`config.mk`:
```
export PLATFORM = sky130hd
export DESIGN_NAME = exc_commit
export DESIGN_NICKNAME = d
export VERILOG_FILES = /design/src/rtl/exc_commit.sv
export SDC_FILE = /design/constraint.sdc
export NUM_CORES = 1
export LEC_CHECK = 0
export CORE_UTILIZATION = 35
export CTS_CLUSTER_DIAMETER = 150
export CTS_CLUSTER_SIZE = 40
export DETAILED_ROUTE_END_ITERATION = 12
export GPL_TIMING_DRIVEN = 0
export PLACE_DENSITY = 0.85
export SLEW_MARGIN = 15
export SYNTH_ARGS = -nofsm -noshare
export SYNTH_HDL_FRONTEND = slang
export SYNTH_SLANG_ARGS = --single-unit
```
`constraint.sdc`:
```
create_clock -name clk -period 1.4 [get_ports clk]
set_input_delay 0.14 -clock clk [delete_from_list [all_inputs] [get_ports clk]]
set_output_delay 0.14 -clock clk [all_outputs]
set_load 0.05 [all_outputs]
```
`src/rtl/exc_commit.sv`:
```
// Exception commit unit: turns the MEM-stage exception verdict into CP0 strobes, a flush and a fetch redirect.
// Optional macro EXC_IV_EN: interrupts with Cause.IV=1 use vector offset 0x200.
module exc_commit (
  input  logic        clk,
  input  logic        resetn,
  input  logic        commit_valid,
  input  logic        exc_flag,
  input  logic [4:0]  exc_type,
  input  logic [31:0] exc_baddr,
  input  logic        exc_save,
  input  logic [31:0] pc,
  input  logic        in_delay,
  input  logic        is_store,
  input  logic [31:0] cp0_Status,
  input  logic [31:0] cp0_Cause,
  input  logic [31:0] cp0_EPC,
  output logic        flush,
  output logic        epc_we,
  output logic [31:0] epc_wdata,
  output logic        cause_we,
  output logic        cause_bd,
  output logic [4:0]  cause_excode,
  output logic        exl_we,
  output logic        exl_wdata,
  output logic        erl_clr,
  output logic        bva_we,
  output logic [31:0] bva_wdata,
  output logic        redir_valid,
  output logic [31:0] redir_pc,
  input  logic        redir_ready,
  output logic        busy
);

  // exc_type encoding shared with the exception priority encoder
  localparam logic [4:0] EXCT_INTR = 5'd1;
  localparam logic [4:0] EXCT_TLBM = 5'd2;
  localparam logic [4:0] EXCT_TLBR = 5'd3;
  localparam logic [4:0] EXCT_TLBI = 5'd4;
  localparam logic [4:0] EXCT_ADEL = 5'd5;
  localparam logic [4:0] EXCT_ADES = 5'd6;
  localparam logic [4:0] EXCT_SYSC = 5'd7;
  localparam logic [4:0] EXCT_BP   = 5'd8;
  localparam logic [4:0] EXCT_RI   = 5'd9;
  localparam logic [4:0] EXCT_CPU  = 5'd10;
  localparam logic [4:0] EXCT_OV   = 5'd11;
  localparam logic [4:0] EXCT_TRAP = 5'd12;
  localparam logic [4:0] EXCT_ERET = 5'd13;

  typedef enum logic [0:0] {IDLE = 1'b0, REDIR = 1'b1} state_t;
  state_t r_state;

  logic        w_commit;
  logic        w_eret;
  logic        w_exl;
  logic        w_erl;
  logic        w_bev;
  logic [4:0]  w_excode;
  logic [31:0] w_base;
  logic [31:0] w_off;
  logic [31:0] w_vector;
  logic [31:0] w_epc;
  logic        w_unused;

  assign w_unused = ^{cp0_Status, cp0_Cause};

  // Decode the verdict into ExcCode, vector address and EPC value
  always_comb begin
    w_commit = commit_valid & exc_flag;
    w_eret   = (exc_type == EXCT_ERET);
    w_exl    = cp0_Status[1];
    w_erl    = cp0_Status[2];
    w_bev    = cp0_Status[22];
    w_excode = 5'd0;
    case (exc_type)
      EXCT_INTR: w_excode = 5'd0;
      EXCT_TLBM: w_excode = 5'd1;
      EXCT_TLBR,
      EXCT_TLBI: w_excode = is_store ? 5'd3 : 5'd2;
      EXCT_ADEL: w_excode = 5'd4;
      EXCT_ADES: w_excode = 5'd5;
      EXCT_SYSC: w_excode = 5'd8;
      EXCT_BP:   w_excode = 5'd9;
      EXCT_RI:   w_excode = 5'd10;
      EXCT_CPU:  w_excode = 5'd11;
      EXCT_OV:   w_excode = 5'd12;
      EXCT_TRAP: w_excode = 5'd13;
      default:   w_excode = 5'd0;
    endcase
    w_base = w_bev ? 32'hBFC0_0200 : 32'h8000_0000;
    // A TLB refill taken at EXL=1 is a nested miss and goes to the general vector
    if (exc_type == EXCT_TLBR && !w_exl) begin
      w_off = 32'h0000_0000;
`ifdef EXC_IV_EN
    end else if (exc_type == EXCT_INTR && cp0_Cause[23]) begin
      w_off = 32'h0000_0200;
`endif
    end else begin
      w_off = 32'h0000_0180;
    end
    w_vector = w_base + w_off;
    w_epc    = in_delay ? (pc - 32'd4) : pc;
  end

  // Control FSM with registered strobes and redirect handshake
  always_ff @(posedge clk or negedge resetn) begin
    if (!resetn) begin
      r_state      <= IDLE;
      flush        <= 1'b0;
      epc_we       <= 1'b0;
      epc_wdata    <= 32'd0;
      cause_we     <= 1'b0;
      cause_bd     <= 1'b0;
      cause_excode <= 5'd0;
      exl_we       <= 1'b0;
      exl_wdata    <= 1'b0;
      erl_clr      <= 1'b0;
      bva_we       <= 1'b0;
      bva_wdata    <= 32'd0;
      redir_valid  <= 1'b0;
      redir_pc     <= 32'd0;
      busy         <= 1'b0;
    end else begin
      flush    <= 1'b0;
      epc_we   <= 1'b0;
      cause_we <= 1'b0;
      exl_we   <= 1'b0;
      erl_clr  <= 1'b0;
      bva_we   <= 1'b0;
      case (r_state)
        IDLE: begin
          if (w_commit) begin
            r_state     <= REDIR;
            flush       <= 1'b1;
            redir_valid <= 1'b1;
            busy        <= 1'b1;
            if (w_eret) begin
              redir_pc     <= cp0_EPC;
              cause_bd     <= 1'b0;
              cause_excode <= 5'd0;
              erl_clr      <= w_erl;
              exl_we       <= ~w_erl;
              exl_wdata    <= 1'b0;
            end else begin
              redir_pc     <= w_vector;
              epc_we       <= ~w_exl;
              epc_wdata    <= w_epc;
              cause_we     <= 1'b1;
              cause_bd     <= in_delay & ~w_exl;
              cause_excode <= w_excode;
              exl_we       <= 1'b1;
              exl_wdata    <= 1'b1;
              bva_we       <= exc_save;
              bva_wdata    <= exc_baddr;
            end
          end else begin
            r_state <= IDLE;
          end
        end
        REDIR: begin
          if (redir_ready) begin
            r_state     <= IDLE;
            redir_valid <= 1'b0;
            busy        <= 1'b0;
          end else begin
            r_state <= REDIR;
          end
        end
        default: begin
          r_state     <= IDLE;
          redir_valid <= 1'b0;
          busy        <= 1'b0;
        end
      endcase
    end
  end

endmodule

```
-- Word level (Yosys, flattened, before mapping)
Cells that the tools add are included.
Widths: inputs -> output; s select.
- bits in registers: 111
- input port bits: 173
- output and inout bits: 111
- word-level logic and storage cells: 72
- $add $sub $neg: 2
- equality and inequality tests: 14
- muxes and demuxes: 30
- bitwise logic cells: 6
- reductions and logical operators: 6
- operators with widths (kind ; number):
    $mux 32 ; 2
    $pmux 4 s10 ; 1
    $add 32x32->32 ; 1
    $sub 32x3->32 const B ; 1
    $eq 5x4->1 const B ; 6
    $mux 30 ; 1
    $mux 1 ; 22
    $eq 5x3->1 const B ; 4
    $eq 5x2->1 const B ; 2
    $mux 9 ; 1
    $mux 5 ; 1
    $ne 2x2->1 const B ; 2
    $not 1->1 ; 4
    $pmux 1 s2 ; 2
    $reduce_and 2->1 ; 2
    $reduce_and 3->1 ; 1
    $and 1x1->1 ; 2
    $reduce_or 2->1 ; 1
    $logic_and 1x1->1 ; 1
    $logic_not 1->1 ; 1

-- Depth between registers and ports, before layout
- depth in word-level cells: 5
- depth in mapped cells: 10
- gate-level depth less buffers: 7

-- Least setup slack after synthesis
No wires, ideal clock.
- path type: input-to-reg
- start point: input exc_type[1]
- end point: register bva_wdata[10]
- library setup time: 0.118 ns
- arrival: 1.638 ns
- required time: 1.282 ns
- setup slack: -0.355 ns
- cell stages on the path: 10
- path buffers: 4
- cell sequence: clkbuf_1 > nand2b_1 > nor3_2 > nand2b_1 > buf_8 > inv_2 > buf_2 > buf_2 > nand2_1 > nand2_1
- longest elaborated chain between the ends: 3
- ends and longest elaborated chain (what ; line ; source):
    start: declaration ; 8 ; input logic [4:0] exc_type,
    $eq 5x4->1 ; 69 ; w_eret = (exc_type == EXCT_ERET);
    $not 1->1 (no line) ; -- ;
    $reduce_and 3->1 (no line) ; -- ;
    end signal: assignment ; 153 ; bva_wdata <= exc_baddr;
    end: declaration ; 27 ; output logic [31:0] bva_wdata,
Every way passes these cells.
A chain may end at the register's enable or synchronous reset.

-- Final worst setup path
- start point: register r_state
- end point: register epc_wdata[23]
- longest elaborated chain between the ends: 2
- ends and longest elaborated chain (what ; line ; source):
    start: declaration ; 50 ; state_t r_state;
    start signal: assignment ; 107 ; r_state <= IDLE;
    start signal: assignment ; 132 ; r_state <= REDIR;
    start signal: assignment ; 156 ; r_state <= IDLE;
    $not 1->1 (no line) ; -- ;
    $reduce_and 3->1 (no line) ; -- ;
    end signal: assignment ; 146 ; epc_wdata <= w_epc;
    end: declaration ; 19 ; output logic [31:0] epc_wdata,
Every way passes these cells.

==> results.md <==
* Number of synthesized flops with an enable pin at 0
* Leakage power at 4.059 nW
* Final Worst Setup Slack at -0.03666 ns
* Clk pwr share at 24.9%
* Router iterations before antenna repair at 4
* Post-synthesis cell count at 540
* Slew @ Worst Pin at 0.6299 ns
* Antenna Nets Post-Route at 0
* Max Clock Skew at 0.007547 ns
* Slew HR at 58.00%
* Post-route cell area at 8314 µm²
* Worst setup SP type: register
* Clock transition at the registers of the reported paths at 0.07 ns
* Warnings, synthesis at 0
* Crit-path max FO at 8
* TNS Setup at -0.3057 ns
* Worst hold margin at 0.06495 ns
* Syn Nets at 714
* Worst skew pair latency at 0.35 ns
* Core area at 13830 µm²
* CP Class: register to register
* CTS Buf Count at 9
* Violated checks: negative setup slack
* Nets@finish at 973
* Layout cells sized above 1 at 24.03%
* Wire length per cell at 16.24 µm
* Initial antenna violation count at 0
* Kind of end point of the critical path: register
* Die X at 121.0 µm
* Register area share after synthesis at 55.54%
* Most frequent cells in the layout: nand2_1, dfrtp_1, clkdlybuf4s50_1
* Xor and xnor area share after synthesis at 5.125%
* Largest net degree at the start of global routing at 65
* Rows at 43
* Internal power at 6.357 mW
* CTS max path bufs at 2
* Maxcap violations at 0
* Total GRT Usage at 21.15%
* RSZ-0062 raised after global routing: true
* Final setup viols at 14
* GP Congestion at 0.8283
* Switch Pwr at 4.158 mW
* DRC Markers at 0
* Final non-filler cell total at 983
* Largest family of logic cells by synthesized area: simple AND/OR/NAND/NOR gates
* Sink Count at 110
* Fin crit share at 102.6%
* Count of cell types in the netlist at 53
* Synth Area in Adders at 0.2525%
* Arrival @ worst endpoint at 1.66 ns
* Leading cell type in the layout, fill and taps excluded: nand2_1
* Vias per cell at 4.868
* Routed wire length at 15.96 mm
* Min-Delay Path Class: input pin to register
* Status: complete, but fails checks
* Clk Tree Root Cell: clkbuf_16
* Power density over the cells at 1265 nW/µm²
* Vias in the first global route at 4649
* Yosys reg bits at 110
* Slew Limit Fails at 0
* Full die area at 14640 µm²
* Io pins at 284
* Area growth, synth to finish at 67.76%
* Worst vdd ir at 675.9 µV
* Worst Path Required at 1.63 ns
* Starting DRT DRC Count at 295
* Placed Area at 7476 µm²
* Post-synthesis simple-gate area fraction at 26.51%
* Dpl hpwl at 10.67 mm
* Vias at 4785
* Compound-Gate Fraction of Synth Area at 7.624%
* Ant diodes at 0
* Sequential Power Share at 37.6%
* Initial Util at 35.84%
* Mux share of post-synthesis cell area at 0.4544%
* First-pass GRT wire length at 23.92 mm
* PortBufs at 217
* Clock tree from TritonCTS: yes
* Synth Area per Inst at 9.178 µm²
* Power share of the combinational group at 37.5%
* Max Freq at 0.6961 GHz
* Die Y at 121.0 µm
* Mapped Area at 4956 µm²
* Most used DFF post-synth: dfrtp_1
* Post-route minimum period at 1.437 ns
* Overflow left after global routing at 0
* CTS H-tree lvls at 3
* Switching Share at 39.54%
* Final hold vios at 0
* Inst Count DP at 938
* Asr flop ratio synth at 100.0%
-- synthesized netlist by cell type (all sizes together), types with 4 or more instances --
cell type	count	share of area [%]
nand2	201	15
dfrtp	110	56
o21ai	41	4.2
nand3	24	2.7
xnor2	24	4.2
buf	17	2.7
clkbuf	17	1.3
nor2	16	1.2
nor4	16	2.4
a21oi	13	1.3
nor3	11	1.4
inv	6	0.45
xor2	5	0.88
a22o	4	0.71
nand2b	4	0.56
or3	4	0.53
-- final cells by class --
cell class	instances	area, µm²
Tap cell	180	225.2
Timing Repair Buffer	250	2362
Fill cell	1166	5513
Multi-Input combinational cell	390	2369
Sequential cell	110	2753
Buffer	32	270.3
Clock buffer	12	256.5
Inverter	6	35.03
Clock inverter	3	43.79
-- metrics by stage --
step / power (mW) / utilization (%) / setup WS (ns)
after floorplan: 6.357 / - / -0.2536
after global placement: 7.942 / 53.86 / -4.129
after detailed placement: 8.007 / 54.07 / -0.8412
after CTS: 10.43 / 58.42 / -0.07620
after global routing: 10.96 / 60.13 / -0.1119
final: 10.52 / 60.13 / -0.03666
-- power by group through the flow --
stage | clock network [mW] | registers (mW) | logic (mW)
after floorplan | 0 | 5.68 | 0.680
final | 2.62 | 3.95 | 3.94
after global placement | 0 | 3.96 | 3.98
after global routing | 2.80 | 4.01 | 4.15
after CTS | 2.69 | 3.91 | 3.84
after detailed placement | 0 | 3.98 | 4.03
-- critical path: stages (launching register included) --
cell and delay (ns):
dfrtp_1 0.40, inv_2 0.08, nand3_2 0.08, inv_2 0.09, nand2b_4 0.08, buf_12 0.14, buf_12 0.15, clkbuf_16 0.16
nand2_2 0.05, o21ai_1 0.07
-- per-layer routing --
metal,track usage [%],wire [µm],up-vias
li1,-,-,2302
met1,25.73,6574,2299
met2,37.25,8132,158
met3,3.477,871,26
met4,8.179,382,0
met5,0,0,-
-- kinds of logic (layout without fill, tap and decap cells) --
group	after synthesis	count (layout)
and+or+nand+nor	290	290
DFF	110	110
AOI/OAI and AO/OA	67	67
buffers and inverters	40	303
xor gates and xnor gates	29	29
muxes	2	2
adders and majority gates	1	1
other	1	1
-- registers in the layout, summed over array words and instances (netlist names), 4 cells and up --
register / flops
bva_wdata: 32
cause_excode: 4
epc_wdata: 32
redir_pc: 32
-- final timing paths --
path,depth (start not counted),slack [ns],to,startpoint
setup / recovery,9,-0.04,epc_wdata[23],r_state
hold / removal,3,0.06,epc_wdata[24],pc[24]
setup reg to reg,9,-0.04,epc_wdata[23],r_state
hold reg to reg,2,0.46,redir_pc[3],redir_pc[3]
max in group asynchronous,3,0.36,cause_excode[2],resetn
min in group asynchronous,2,0.38,bva_wdata[8],resetn
-- timing repair --
item / CTS / global route
endpoints found under the hold margin: 63 / 0
hold buffers: 1 / 0
setup endpoints to repair: 216 / 139
pin swaps: 16 / 26
resized for setup: 232 / 167
gates cloned: 2 / 3
buffers inserted: 21 / 6
(Power assumes the default switching activity.)
==> RTL change, RTL diff (config.mk and constraints unchanged) <==
Register the output `redir_pc` once more, without a reset; this adds one clock of latency there. The other outputs are not delayed to match.
--- a/src/rtl/exc_commit.sv
+++ b/src/rtl/exc_commit.sv
@@ -48,4 +48,6 @@
 
   typedef enum logic [0:0] {IDLE = 1'b0, REDIR = 1'b1} state_t;
+
+  logic [31:0] redir_pc_s0;
   state_t r_state;
 
@@ -118,5 +120,5 @@
       bva_wdata    <= 32'd0;
       redir_valid  <= 1'b0;
-      redir_pc     <= 32'd0;
+      redir_pc_s0  <= 32'd0;
       busy         <= 1'b0;
     end else begin
@@ -135,5 +137,5 @@
             busy        <= 1'b1;
             if (w_eret) begin
-              redir_pc     <= cp0_EPC;
+              redir_pc_s0  <= cp0_EPC;
               cause_bd     <= 1'b0;
               cause_excode <= 5'd0;
@@ -142,5 +144,5 @@
               exl_wdata    <= 1'b0;
             end else begin
-              redir_pc     <= w_vector;
+              redir_pc_s0  <= w_vector;
               epc_we       <= ~w_exl;
               epc_wdata    <= w_epc;
@@ -175,4 +177,8 @@
   end
 
+  always_ff @(posedge clk) begin
+    redir_pc <= redir_pc_s0;
+  end
+
 endmodule
 
Check against the original RTL: not equivalent (a bounded check fails within 4 cycles, from zero or initial values and one cycle with resetn low).
==> RTL change against the unedited design <==
Area after synthesis is 14% higher; final area is 22% higher; the flow still finishes with violations (setup timing); wire length grew 29%; sequential power up 27%; synthesized cell count grew 8.3%; non-clock buffer count increased by 11; critical path depth shrank 4; global-route usage rose by 2.6 points; setup slack got worse by 0.24 ns; sequential cell count grew 32; power is 33% higher.
==> RTL change: results (changes against the unedited design) <==
Power
  – Worst VDD drop: 0.784 mV (+16%)
  – Comb group: 4.50 mW (+14%)
  – P_clk: 4.43 mW (+69%)

Critical path
  – Delay-heaviest family, CP: simple AND/OR/NAND/NOR gates
  – Max stage delay cell, worst path: or4_1
  – CP peak stage delay: 0.50 ns (+0.10 ns)

Timing
  – Final setup violation count: 64 (+50)
  – Setup_tns: -8.76 ns (-8.45 ns)
  – Slew HR: 66.3% (+8.3 points)
  – PnR worst setup slack: -0.272 ns (-0.235 ns)

CTS
  – Cells resized by post-CTS repair: 554 (+140%)
  – Post-CTS Hold Fix Bufs: 2 (+1)
  – Depth of the CTS H-tree: 4 (+1)

Synthesis
  – Post-synthesis xor/xnor area fraction: 1.40% (-3.7 points)
  – Sequential-to-total area share from yosys stat: 60.2% (+4.7 points)
  – Adder-Cell Fraction of Synth Area: 0.222% (-0.030 points)
  – Post-synthesis compound-gate area fraction: 9.95% (+2.3 points)
  – Cell variety after synth: 51 (-3.8%)
  – Top cells by area, synth: dfrtp_1 (49%), nand2_1 (12%), dfxtp_1 (11%)
  – Commonest cells in the netlist: nand2_1 (178), dfrtp_1 (110), clkbuf_1 (34)

Placed design
  – Cell Area, Placed: 8160 sq um (+9.2%)
  – Placer Congestion: 0.868 (+4.7%)

Global routing
  – First-pass GRT wire length: 29.6 mm (+24%)

Status
  – Failing checks: setup timing
  – Outcome: finished with violations

Routing
  – Routed wl met3: 1.38 mm (+59%)
  – Met2 WL: 10.5 mm (+29%)
## RTL change: cell types whose count changed after synthesis, moves of 15 or more
cell / unedited run / this run
nand2_1: 201 / 178
dfxtp_1: 0 / 32
xnor2_1: 24 / 6
clkbuf_1: 17 / 34
or4_1: 1 / 18
a31oi_1: 1 / 16
## RTL change: final timing paths
kind / startpoint / end / slack [ns] / cells after the start
worst max-delay path: pc[17] / epc_wdata[30] / -0.27 / 5
worst min-delay path: pc[21] / epc_wdata[21] / 0.03 / 3
worst max register to register: r_state / epc_wdata[18] / -0.21 / 7
worst min register to register: redir_pc_s0[0] / redir_pc[0] / 0.36 / 0
max in group asynchronous: resetn / bva_wdata[17] / 0.49 / 3
min in group asynchronous: resetn / redir_pc_s0[27] / 0.24 / 2
## RTL change: cell type report
type                       instances  area (sq um)
fill                            1185          5710
sequential                       142          3390
timing repair buffer             257          2730
multi-input combinational        397          2650
buffer                            36           468
clock buffer                      21           440
tap                              216           270
clock inverter                    11           135
inverter                           7          33.8
